### config.mk
export PLATFORM = sky130hd
export DESIGN_NAME = nn_cfg_master_flat
export DESIGN_NICKNAME = d
export VERILOG_FILES = /design/src/rtl/nn_cfg_master_if.sv /design/src/rtl/nn_cfg_master.sv /design/src/flat_wrapper.sv
export SDC_FILE = /design/constraint.sdc
export NUM_CORES = 1
export LEC_CHECK = 0
export ABC_AREA = 1
export BUFFER_PORTS_ARGS = -buffer_cell sky130_fd_sc_hd__buf_4
export CORE_ASPECT_RATIO = 0.7
export CORE_MARGIN = 3
export CORE_UTILIZATION = 52
export DETAILED_ROUTE_END_ITERATION = 6
export MAX_ROUTING_LAYER = met4
export PLACE_DENSITY_LB_ADDON = 0.25
export SLEW_MARGIN = 20
export SYNTH_ARGS = -nofsm -noshare
export SYNTH_HDL_FRONTEND = slang
export SYNTH_SLANG_ARGS = --single-unit
### constraint.sdc
create_clock -name s_axi_aclk -period 4.3 [get_ports s_axi_aclk]
set_clock_uncertainty 0.1 [all_clocks]
set_input_delay 0.86 -clock s_axi_aclk [delete_from_list [all_inputs] [get_ports s_axi_aclk]]
set_output_delay 0.86 -clock s_axi_aclk [all_outputs]
set_load 0.1 [all_outputs]
### src/rtl/nn_cfg_master_if.sv
// AXI4-Lite bus bundle between the configuration sequencer (master) and the
// accelerator's configuration slave.
interface nn_cfg_master_if #(
    parameter int ADDR_W = 5,
    parameter int DATA_W = 32
);
    logic [ADDR_W-1:0]   awaddr;
    logic [2:0]          awprot;
    logic                awvalid;
    logic                awready;
    logic [DATA_W-1:0]   wdata;
    logic [DATA_W/8-1:0] wstrb;
    logic                wvalid;
    logic                wready;
    logic [1:0]          bresp;
    logic                bvalid;
    logic                bready;
    logic [ADDR_W-1:0]   araddr;
    logic [2:0]          arprot;
    logic                arvalid;
    logic                arready;
    logic [DATA_W-1:0]   rdata;
    logic [1:0]          rresp;
    logic                rvalid;
    logic                rready;

    modport master (
        output awaddr, awprot, awvalid, input awready,
        output wdata, wstrb, wvalid, input wready,
        input bresp, bvalid, output bready,
        output araddr, arprot, arvalid, input arready,
        input rdata, rresp, rvalid, output rready
    );

    modport slave (
        input awaddr, awprot, awvalid, output awready,
        input wdata, wstrb, wvalid, output wready,
        output bresp, bvalid, input bready,
        input araddr, arprot, arvalid, output arready,
        output rdata, rresp, rvalid, input rready
    );
endinterface

### src/rtl/nn_cfg_master.sv
// Standalone AXI4-Lite configuration sequencer: replays an {addr,data} write
// script, then optionally waits for the accelerator interrupt and reads the result.
module nn_cfg_master #(
    parameter int C_S_AXI_DATA_WIDTH = 32,
    parameter int C_S_AXI_ADDR_WIDTH = 5,
    parameter int SCRIPT_AW          = 10,
    parameter logic [C_S_AXI_ADDR_WIDTH-1:0] RESULT_ADDR = 5'h08,
    parameter int TIMEOUT_CYCLES     = 1048576
) (
    input  logic                                         s_axi_aclk,
    input  logic                                         reset,
    input  logic                                         start,
    input  logic [SCRIPT_AW:0]                           script_len,
    input  logic                                         read_result,
    output logic                                         scr_rd_en,
    output logic [SCRIPT_AW-1:0]                         scr_addr,
    input  logic [C_S_AXI_ADDR_WIDTH+C_S_AXI_DATA_WIDTH-1:0] scr_data,
    nn_cfg_master_if.master                              m_axi,
    input  logic                                         intr,
    output logic                                         busy,
    output logic                                         done,
    output logic                                         error,
    output logic [C_S_AXI_DATA_WIDTH-1:0]                result,
    output logic                                         result_valid
);
    localparam int DW     = C_S_AXI_DATA_WIDTH;
    localparam int AW     = C_S_AXI_ADDR_WIDTH;
    localparam int STRB_W = DW / 8;
    localparam int IDX_W  = SCRIPT_AW + 1;
    localparam logic [31:0] TIMEOUT_LAST_C = 32'(TIMEOUT_CYCLES - 1);

    typedef enum logic [3:0] {
        ST_IDLE       = 4'd0,
        ST_FETCH      = 4'd1,
        ST_FETCH_WAIT = 4'd2,
        ST_WRITE      = 4'd3,
        ST_RESP       = 4'd4,
        ST_WAIT_INTR  = 4'd5,
        ST_READ_AR    = 4'd6,
        ST_READ_R     = 4'd7,
        ST_DONE       = 4'd8
    } state_t;

    state_t            state_r;
    logic [IDX_W-1:0]  len_r;
    logic [IDX_W-1:0]  idx_r;
    logic              rd_req_r;
    logic [AW-1:0]     awaddr_r;
    logic [DW-1:0]     wdata_r;
    logic              awvalid_r;
    logic              wvalid_r;
    logic              aw_done_r;
    logic              w_done_r;
    logic              bready_r;
    logic              arvalid_r;
    logic              rready_r;
    logic              scr_rd_en_r;
    logic              busy_r;
    logic              done_r;
    logic              error_r;
    logic [DW-1:0]     result_r;
    logic              result_valid_r;
    logic [31:0]       wait_cnt_r;

    logic              aw_hs_s;
    logic              w_hs_s;
    logic              ar_hs_s;
    logic [IDX_W-1:0]  idx_next_s;

    assign aw_hs_s    = awvalid_r & m_axi.awready;
    assign w_hs_s     = wvalid_r & m_axi.wready;
    assign ar_hs_s    = arvalid_r & m_axi.arready;
    assign idx_next_s = idx_r + IDX_W'(1);

    // Sequencer FSM; every output is a register so valids never follow ready combinationally
    always_ff @(posedge s_axi_aclk) begin
        if (reset) begin
            state_r        <= ST_IDLE;
            len_r          <= '0;
            idx_r          <= '0;
            rd_req_r       <= 1'b0;
            awaddr_r       <= '0;
            wdata_r        <= '0;
            awvalid_r      <= 1'b0;
            wvalid_r       <= 1'b0;
            aw_done_r      <= 1'b0;
            w_done_r       <= 1'b0;
            bready_r       <= 1'b0;
            arvalid_r      <= 1'b0;
            rready_r       <= 1'b0;
            scr_rd_en_r    <= 1'b0;
            busy_r         <= 1'b0;
            done_r         <= 1'b0;
            error_r        <= 1'b0;
            result_r       <= '0;
            result_valid_r <= 1'b0;
            wait_cnt_r     <= 32'd0;
        end else begin
            done_r         <= 1'b0;
            result_valid_r <= 1'b0;
            scr_rd_en_r    <= 1'b0;
            case (state_r)
                ST_IDLE: begin
                    if (start) begin
                        len_r      <= script_len;
                        rd_req_r   <= read_result;
                        idx_r      <= '0;
                        error_r    <= 1'b0;
                        wait_cnt_r <= 32'd0;
                        if (script_len != '0) begin
                            scr_rd_en_r <= 1'b1;
                            busy_r      <= 1'b1;
                            state_r     <= ST_FETCH;
                        end else if (read_result) begin
                            busy_r  <= 1'b1;
                            state_r <= ST_WAIT_INTR;
                        end else begin
                            done_r  <= 1'b1;
                            state_r <= ST_DONE;
                        end
                    end
                end
                ST_FETCH: begin
                    state_r <= ST_FETCH_WAIT;
                end
                ST_FETCH_WAIT: begin
                    awaddr_r  <= scr_data[AW+DW-1:DW];
                    wdata_r   <= scr_data[DW-1:0];
                    awvalid_r <= 1'b1;
                    wvalid_r  <= 1'b1;
                    aw_done_r <= 1'b0;
                    w_done_r  <= 1'b0;
                    state_r   <= ST_WRITE;
                end
                ST_WRITE: begin
                    if (aw_hs_s) begin
                        awvalid_r <= 1'b0;
                        aw_done_r <= 1'b1;
                    end
                    if (w_hs_s) begin
                        wvalid_r <= 1'b0;
                        w_done_r <= 1'b1;
                    end
                    // The two channels may complete in either order or together
                    if ((aw_done_r | aw_hs_s) && (w_done_r | w_hs_s)) begin
                        bready_r <= 1'b1;
                        state_r  <= ST_RESP;
                    end
                end
                ST_RESP: begin
                    if (m_axi.bvalid) begin
                        bready_r <= 1'b0;
                        if (m_axi.bresp != 2'b00) begin
                            error_r <= 1'b1;
                            busy_r  <= 1'b0;
                            done_r  <= 1'b1;
                            state_r <= ST_DONE;
                        end else begin
                            idx_r <= idx_next_s;
                            if (idx_next_s != len_r) begin
                                scr_rd_en_r <= 1'b1;
                                state_r     <= ST_FETCH;
                            end else if (rd_req_r) begin
                                wait_cnt_r <= 32'd0;
                                state_r    <= ST_WAIT_INTR;
                            end else begin
                                busy_r  <= 1'b0;
                                done_r  <= 1'b1;
                                state_r <= ST_DONE;
                            end
                        end
                    end
                end
                ST_WAIT_INTR: begin
                    if (intr) begin
                        arvalid_r <= 1'b1;
                        state_r   <= ST_READ_AR;
                    end else if (wait_cnt_r == TIMEOUT_LAST_C) begin
                        error_r <= 1'b1;
                        busy_r  <= 1'b0;
                        done_r  <= 1'b1;
                        state_r <= ST_DONE;
                    end else begin
                        wait_cnt_r <= wait_cnt_r + 32'd1;
                    end
                end
                ST_READ_AR: begin
                    if (ar_hs_s) begin
                        arvalid_r <= 1'b0;
                        rready_r  <= 1'b1;
                        state_r   <= ST_READ_R;
                    end
                end
                ST_READ_R: begin
                    if (m_axi.rvalid) begin
                        // A slave error still updates result so the raw data is visible
                        result_r       <= m_axi.rdata;
                        result_valid_r <= 1'b1;
                        rready_r       <= 1'b0;
                        if (m_axi.rresp != 2'b00) begin
                            error_r <= 1'b1;
                        end
                        busy_r  <= 1'b0;
                        done_r  <= 1'b1;
                        state_r <= ST_DONE;
                    end
                end
                ST_DONE: begin
                    state_r <= ST_IDLE;
                end
                default: begin
                    awvalid_r <= 1'b0;
                    wvalid_r  <= 1'b0;
                    bready_r  <= 1'b0;
                    arvalid_r <= 1'b0;
                    rready_r  <= 1'b0;
                    busy_r    <= 1'b0;
                    state_r   <= ST_IDLE;
                end
            endcase
        end
    end

    assign scr_rd_en     = scr_rd_en_r;
    assign scr_addr      = idx_r[SCRIPT_AW-1:0];
    assign busy          = busy_r;
    assign done          = done_r;
    assign error         = error_r;
    assign result        = result_r;
    assign result_valid  = result_valid_r;

    assign m_axi.awaddr  = awaddr_r;
    assign m_axi.awprot  = 3'b000;
    assign m_axi.awvalid = awvalid_r;
    assign m_axi.wdata   = wdata_r;
    assign m_axi.wstrb   = {STRB_W{1'b1}};
    assign m_axi.wvalid  = wvalid_r;
    assign m_axi.bready  = bready_r;
    assign m_axi.araddr  = RESULT_ADDR;
    assign m_axi.arprot  = 3'b000;
    assign m_axi.arvalid = arvalid_r;
    assign m_axi.rready  = rready_r;
endmodule

### src/flat_wrapper.sv
// flat-port wrapper written by rule: the top's interface ports become plain ports
module nn_cfg_master_flat 
#(
    parameter int C_S_AXI_DATA_WIDTH = 32,
    parameter int C_S_AXI_ADDR_WIDTH = 5,
    parameter int SCRIPT_AW          = 10,
    parameter logic [C_S_AXI_ADDR_WIDTH-1:0] RESULT_ADDR = 5'h08,
    parameter int TIMEOUT_CYCLES     = 1048576
)
  (s_axi_aclk, reset, start, script_len, read_result, scr_rd_en, scr_addr, scr_data, intr, busy, done, error, result, result_valid, m_axi_awaddr, m_axi_awprot, m_axi_awvalid, m_axi_awready, m_axi_wdata, m_axi_wstrb, m_axi_wvalid, m_axi_wready, m_axi_bresp, m_axi_bvalid, m_axi_bready, m_axi_araddr, m_axi_arprot, m_axi_arvalid, m_axi_arready, m_axi_rdata, m_axi_rresp, m_axi_rvalid, m_axi_rready);
  nn_cfg_master_if #(.ADDR_W(5), .DATA_W(32)) m_axi_i ();
  input  logic s_axi_aclk;
  input  logic reset;
  input  logic start;
  input  logic [SCRIPT_AW:0] script_len;
  input  logic read_result;
  output logic scr_rd_en;
  output logic [SCRIPT_AW-1:0] scr_addr;
  input  logic [C_S_AXI_ADDR_WIDTH+C_S_AXI_DATA_WIDTH-1:0] scr_data;
  input  logic intr;
  output logic busy;
  output logic done;
  output logic error;
  output logic [C_S_AXI_DATA_WIDTH-1:0] result;
  output logic result_valid;
  output wire logic [$bits(m_axi_i.awaddr)-1:0] m_axi_awaddr;
  output wire logic [$bits(m_axi_i.awprot)-1:0] m_axi_awprot;
  output wire logic [$bits(m_axi_i.awvalid)-1:0] m_axi_awvalid;
  input wire logic [$bits(m_axi_i.awready)-1:0] m_axi_awready;
  output wire logic [$bits(m_axi_i.wdata)-1:0] m_axi_wdata;
  output wire logic [$bits(m_axi_i.wstrb)-1:0] m_axi_wstrb;
  output wire logic [$bits(m_axi_i.wvalid)-1:0] m_axi_wvalid;
  input wire logic [$bits(m_axi_i.wready)-1:0] m_axi_wready;
  input wire logic [$bits(m_axi_i.bresp)-1:0] m_axi_bresp;
  input wire logic [$bits(m_axi_i.bvalid)-1:0] m_axi_bvalid;
  output wire logic [$bits(m_axi_i.bready)-1:0] m_axi_bready;
  output wire logic [$bits(m_axi_i.araddr)-1:0] m_axi_araddr;
  output wire logic [$bits(m_axi_i.arprot)-1:0] m_axi_arprot;
  output wire logic [$bits(m_axi_i.arvalid)-1:0] m_axi_arvalid;
  input wire logic [$bits(m_axi_i.arready)-1:0] m_axi_arready;
  input wire logic [$bits(m_axi_i.rdata)-1:0] m_axi_rdata;
  input wire logic [$bits(m_axi_i.rresp)-1:0] m_axi_rresp;
  input wire logic [$bits(m_axi_i.rvalid)-1:0] m_axi_rvalid;
  output wire logic [$bits(m_axi_i.rready)-1:0] m_axi_rready;
  assign m_axi_awaddr = m_axi_i.awaddr;
  assign m_axi_awprot = m_axi_i.awprot;
  assign m_axi_awvalid = m_axi_i.awvalid;
  assign m_axi_i.awready = m_axi_awready;
  assign m_axi_wdata = m_axi_i.wdata;
  assign m_axi_wstrb = m_axi_i.wstrb;
  assign m_axi_wvalid = m_axi_i.wvalid;
  assign m_axi_i.wready = m_axi_wready;
  assign m_axi_i.bresp = m_axi_bresp;
  assign m_axi_i.bvalid = m_axi_bvalid;
  assign m_axi_bready = m_axi_i.bready;
  assign m_axi_araddr = m_axi_i.araddr;
  assign m_axi_arprot = m_axi_i.arprot;
  assign m_axi_arvalid = m_axi_i.arvalid;
  assign m_axi_i.arready = m_axi_arready;
  assign m_axi_i.rdata = m_axi_rdata;
  assign m_axi_i.rresp = m_axi_rresp;
  assign m_axi_i.rvalid = m_axi_rvalid;
  assign m_axi_rready = m_axi_i.rready;
  nn_cfg_master #(.C_S_AXI_DATA_WIDTH(C_S_AXI_DATA_WIDTH), .C_S_AXI_ADDR_WIDTH(C_S_AXI_ADDR_WIDTH), .SCRIPT_AW(SCRIPT_AW), .RESULT_ADDR(RESULT_ADDR), .TIMEOUT_CYCLES(TIMEOUT_CYCLES)) u_core (.s_axi_aclk(s_axi_aclk), .reset(reset), .start(start), .script_len(script_len), .read_result(read_result), .scr_rd_en(scr_rd_en), .scr_addr(scr_addr), .scr_data(scr_data), .m_axi(m_axi_i), .intr(intr), .busy(busy), .done(done), .error(error), .result(result), .result_valid(result_valid));
endmodule
## After elaboration in Yosys (flattened, before gate mapping)

Cells that the tools add are included.

- Register bits: 140
- Latch bits: 0
- Memory bits (writable): 0
- Bits in read-only memories: 0
- Input bits: 94
- Output and inout bits: 104
- Logic and storage cells: 169
- Memories: 0

- Add/subtract/negate cells: 2
- $mul: 0
- Div/mod/pow operators: 0
- $lt $le $gt $ge: 0
- Equal/unequal tests: 30
- Shift operators: 0
- Multiplexer cells: 77
- Bitwise operators: 11
- Reduce and logical (&&, ||, !) cells: 29

Operators by type and width:

| cell | count |
|---|---|
| $mux 32 | 7 |
| $pmux 32 s3 | 1 |
| $mux 4 | 12 |
| $mux 1 | 41 |
| $mux 11 | 3 |
| $add 32x1->32 const B | 1 |
| $eq 32x20->1 const B | 1 |
| $pmux 4 s8 | 1 |
| $reduce_or 7->1 | 4 |
| $pmux 11 s2 | 1 |
| $eq 4x3->1 const B | 4 |
| $ne 2x1->1 const B | 8 |
| $ne 2x2->1 const B | 8 |
| $reduce_and 8->1 | 2 |
| $pmux 1 s3 | 5 |
| $reduce_and 2->1 | 6 |
| $add 11x1->11 const B | 1 |
| $ne 11x11->1 | 1 |
| $reduce_bool 11->1 | 1 |
| $ne 3x2->1 const B | 3 |
| $reduce_and 3->1 | 3 |
| $reduce_and 9->1 | 1 |
| $eq 4x2->1 const B | 2 |
| $pmux 1 s4 | 2 |
| 17 further kinds | 30 |

## Longest topological paths before layout

- Depth after elaboration: 6
- Gate-level depth with buffers: 17
- Mapped depth without buffers: 17

## Worst setup path before layout

Ideal clock, no wire load.

- Path type: input to register
- From: input start
- To: register u_core.wait_cnt_r[21]
- Setup time: 0.132 ns
- Arrival: 1.901 ns
- Data required time: 4.068 ns
- Slack: 2.167 ns
- Stages on the path: 11
- Buffers on the path: 1
- Path through: inv_1 nand2_1 nand2_2 inv_2 nand2_2 or2_1 a21oi_4 nand2_4 buf_6 nand2_1 a21oi_1

- Word-level cells in the longest chain between the ends: 2

Ends and longest elaborated chain:

| item | line | source |
|---|---|---|
| start, declared | flat_wrapper.sv:14 | `input logic start;` |
| $ne 2x2->1 (no source line) | n/a |  |
| $reduce_and 8->1 (no source line) | n/a |  |
| end signal, assigned | nn_cfg_master.sv:184 | `wait_cnt_r <= wait_cnt_r + 32'd1;` |
| end, declared | nn_cfg_master.sv:63 | `logic [31:0] wait_cnt_r;` |

No other way between the ends.
A chain may end at the register's enable or synchronous reset.

## Worst setup path after layout

- From: register u_core.state_r[3]
- To: register u_core.wait_cnt_r[1]

- Word-level cells in the longest chain between the ends: 3
- Elaborated cells between the ends (all ways): 13
- Those cells by class: eq/ne (9); mux (1); reduce/logical (3)

Ends and longest elaborated chain:

| item | line | source |
|---|---|---|
| start, declared | nn_cfg_master.sv:44 | `state_t state_r;` |
| start signal, assigned | nn_cfg_master.sv:78 | `state_r <= ST_IDLE;` |
| start signal, assigned | nn_cfg_master.sv:113 | `state_r <= ST_FETCH;` |
| start signal, assigned | nn_cfg_master.sv:116 | `state_r <= ST_WAIT_INTR;` |
| $eq 4x3->1 / $logic_not 4->1 (equally long branches) | nn_cfg_master.sv:102 | `case (state_r)` |
| $ne 2x2->1 (no source line) (tied with other cells) | n/a |  |
| $reduce_and 8->1 (no source line) | n/a |  |

Parallel ways exist; a longest one is shown, timed or not.

==> impl_metrics.py <==
metrics = {
    "synth": {
        "synth.avg_cell_area_um2": 6.73,
        "synth_compound_area_frac": 0.116,
        "synth_simple_gate_area_frac": 0.347,
        "synth.cell_area_um2": 7070,
        "ys.warnings.count": 0,
        "ys_seq_area_frac": 0.396,
        "synthAdderAreaFrac": 0.00354,
        "synthXorXnorAreaFrac": 0.0359,
        "netlist_instances": 1051,
        "synth_top_family_by_area": "simple AND/OR/NAND/NOR gates",
        "synth_seq_cells": 140,
        "synth_cell_types": 37,
        "synthMuxAreaShare": 0,
    },
    "timing": {
        "final_max_slew_viol_count": 0,
        "fin_setup_tns_ns": 0,
        "tightest_slew_ns": 1.10,
        "fin_crit_ns": 2.99,
        "grt_setup_unrepaired": "false",
        "setup_viol": 0,
        "fmax_mhz": 334,
        "relSlewSlack": 0.266,
        "post-route-period-util": 0.696,
        "hold_violations": 0,
        "hold_ws_ns": 0.361,
    },
    "die": {
        "dieArea_um2": 15100,
        "die_h_um": 104,
        "core-area_um2": 12800,
        "ios": 198,
        "die_w_um": 145,
        "rows": 34,
        "start_util": 0.550,
    },
    "placed_design": {
        "port_buffers": 182,
        "place_inst": 1359,
        "place.gp.congestion": 0.974,
        "place_area_um2": 8320,
        "place_hpwl_um": 15000,
    },
    "cts": {
        "clock_latency_ns": 0.42,
        "cts_resized": 0,
        "clk_path_buf_depth": 2,
        "clock-root-buffer": "clkbuf_16",
        "cts_setup_buffers": 0,
        "cts.sinks": 140,
        "h-tree-depth": 4,
        "cts_tree": "done",
        "numCtsBuffers": 17,
        "hold_buffers": 0,
        "clkTransAtPathRegs_ns": 0.07,
    },
    "power_and_ir_drop": {
        "irDropWorstVdd_mv": 0.642,
        "power_density_nw_per_um2": 626,
        "cellLeakagePower_nw": 3.64,
    },
    "worst_setup_path": {
        "max_stage_delay_ns": 0.48,
        "cp.arrival_ns": 3.20,
        "required_ns": 4.51,
        "slowest_stage": "nand2_2",
        "crit_type": "reg2reg",
        "crit_fanout": 34,
        "crit_path_cell_trace": "inv_1 > nand2_2 > inv_1 > nand2_2 > nor2_1 > inv_1 > nand2_2 > or2_1 > a21oi_4 > buf_4 > nand2_4 > o21ai_0 > nor2_1",
        "end_kind": "flip-flop",
        "worstSetupStartpointType": "flip-flop",
    },
    "global_routing": {
        "grt_use_total": 0.279,
        "grt_max_degree": 88,
        "grt_use_met1": 0.384,
        "grt_pass1_vias": 6793,
        "grt_pass1_wl_um": 33900,
        "antenna_found_initial": 0,
        "grt_util_met3": 0.0764,
        "grt.overflow.total": 0,
        "grt_busiest_layer": "met2",
        "grt_use_met2": 0.403,
    },
    "route": {
        "drc": 0,
        "drt_iter0_drc": 589,
        "wl_um": 21000,
        "drt_first_pass_iters": 5,
        "antenna_left": 0,
        "viasPerCell": 5.30,
        "wl_per_cell_um": 15.1,
        "vias": 7367,
    },
    "layout": {
        "drive_gt1_frac": 0.200,
        "diodes": 0,
        "final_nets": 1294,
        "layout_common_cells": "nand2_1 (223), buf_4 (188), nor2_1 (183)",
        "fin_cells": 1391,
        "area_growth_pct": 26.4,
        "final_util": 0.696,
        "final_common_cell": "nand2_1",
        "final_area_um2": 8940,
    },
    "hold_path": {
        "min_path_type": "reg2reg",
    },
    "status": {
        "status": "complete, no violations",
    },
    "job": {
        "maxCapViolCount": 0,
    },
}
## through the flow
| step | power, mW | setup slack (ns) |
|---|---|---|
| 5_1_grt | 5.84 | 0.984 |
| 6_report | 5.60 | 1.31 |
| 2_1_floorplan | 3.62 | 2.17 |
| 4_1_cts | 5.60 | 1.31 |
| 3_3_place_gp | 4.05 | 1.41 |
| 3_5_place_dp | 4.06 | 1.33 |
## layout make-up
cell class | count | area, um^2
flip-flops and latches | 140 | 2800
clock buffers | 18 | 439
fillers | 1111 | 3910
repair buffers | 188 | 1410
inverters | 71 | 267
multi-input cells | 780 | 3610
well taps | 180 | 225
clock inverters | 14 | 178
## cells by family after synthesis
group,Yosys count
adder cells (fa/ha/maj),2
flip-flops,140
other,2
AO/OA/AOI/OAI,160
AND/OR/NAND/NOR,574
buffers and inverters,144
XOR/XNOR,29
## worst max-delay path: cells and delay by family (launching register included)
kind / cells / cell delay [ns]
buffers and inverters: 4 / 0.67
flip-flops: 1 / 0.35
AND/OR/NAND/NOR: 7 / 1.41
AO/OA/AOI/OAI: 2 / 0.36
## synthesized netlist by cell type
| master | n | area (um^2) |
|---|---|---|
| nand2_1 | 223 | 837 |
| ha_1 | 2 | 25.0 |
| nor3_1 | 23 | 115 |
| nor2_1 | 184 | 691 |
| a211oi_1 | 1 | 7.51 |
| o22ai_1 | 1 | 6.26 |
| clkinv_1 | 3 | 11.3 |
| buf_4 | 25 | 188 |
| or3_1 | 1 | 6.26 |
| inv_2 | 3 | 11.3 |
| nor2_4 | 3 | 33.8 |
| nor3b_1 | 2 | 15.0 |
| nand3b_1 | 2 | 15.0 |
| o21bai_1 | 1 | 7.51 |
| conb_1 | 2 | 7.51 |
| nor2_2 | 4 | 25.0 |
| buf_6 | 9 | 101 |
| or2_4 | 1 | 8.76 |
| nand2_4 | 2 | 22.5 |
| buf_1 | 1 | 3.75 |
| clkbuf_1 | 36 | 135 |
| nand3_2 | 1 | 10.0 |
| xor2_1 | 23 | 201 |
| nand2_2 | 6 | 37.5 |
| nand3_1 | 100 | 500 |
| nand4_1 | 13 | 81.3 |
| dfxtp_1 | 140 | 2800 |
| nor4_1 | 8 | 50.1 |
| buf_2 | 2 | 10.0 |
| a21boi_0 | 1 | 7.51 |
| o21ai_0 | 53 | 265 |
| a21oi_4 | 1 | 16.3 |
| inv_1 | 65 | 244 |
| or2_1 | 1 | 6.26 |
| o21ai_1 | 2 | 10.0 |
| xnor2_1 | 6 | 52.6 |
| a21oi_1 | 100 | 500 |
## power breakdown
group | total (mW) | internal (mW) | switching [mW]
clock network | 1.54 | 0.895 | 0.642
registers | 1.62 | 1.50 | 0.120
logic | 2.44 | 0.505 | 1.94
## path summary, 6_finish.rpt
path | from | endpoint | slack [ns] | depth (start not counted)
setup / recovery | u_core.state_r[3] | u_core.wait_cnt_r[1] | 1.31 | 13
hold / removal | u_core.result[6] | u_core.result[6] | 0.36 | 2
setup reg to reg | u_core.state_r[3] | u_core.wait_cnt_r[1] | 1.31 | 13
hold reg to reg | u_core.result[6] | u_core.result[6] | 0.36 | 2
## registers in the layout, summed over array words and instances, names as in the netlist, 4 cells and up
| name | flops |
|---|---|
| u_core.state_r | 4 |
| u_core.m_axi.awaddr | 5 |
| u_core.m_axi.wdata | 32 |
| u_core.len_r | 11 |
| u_core.idx_r | 11 |
| u_core.wait_cnt_r | 32 |
| u_core.result | 32 |
## per-layer routing
metal / part of all wire / vias to the layer above
li1: - / 3656
met1: 0.46 / 3401
met2: 0.44 / 280
met3: 0.085 / 30
met4: 0.018 / 0
met5: 0 / -
No activity file was read; power rests on OpenSTA's default activity.
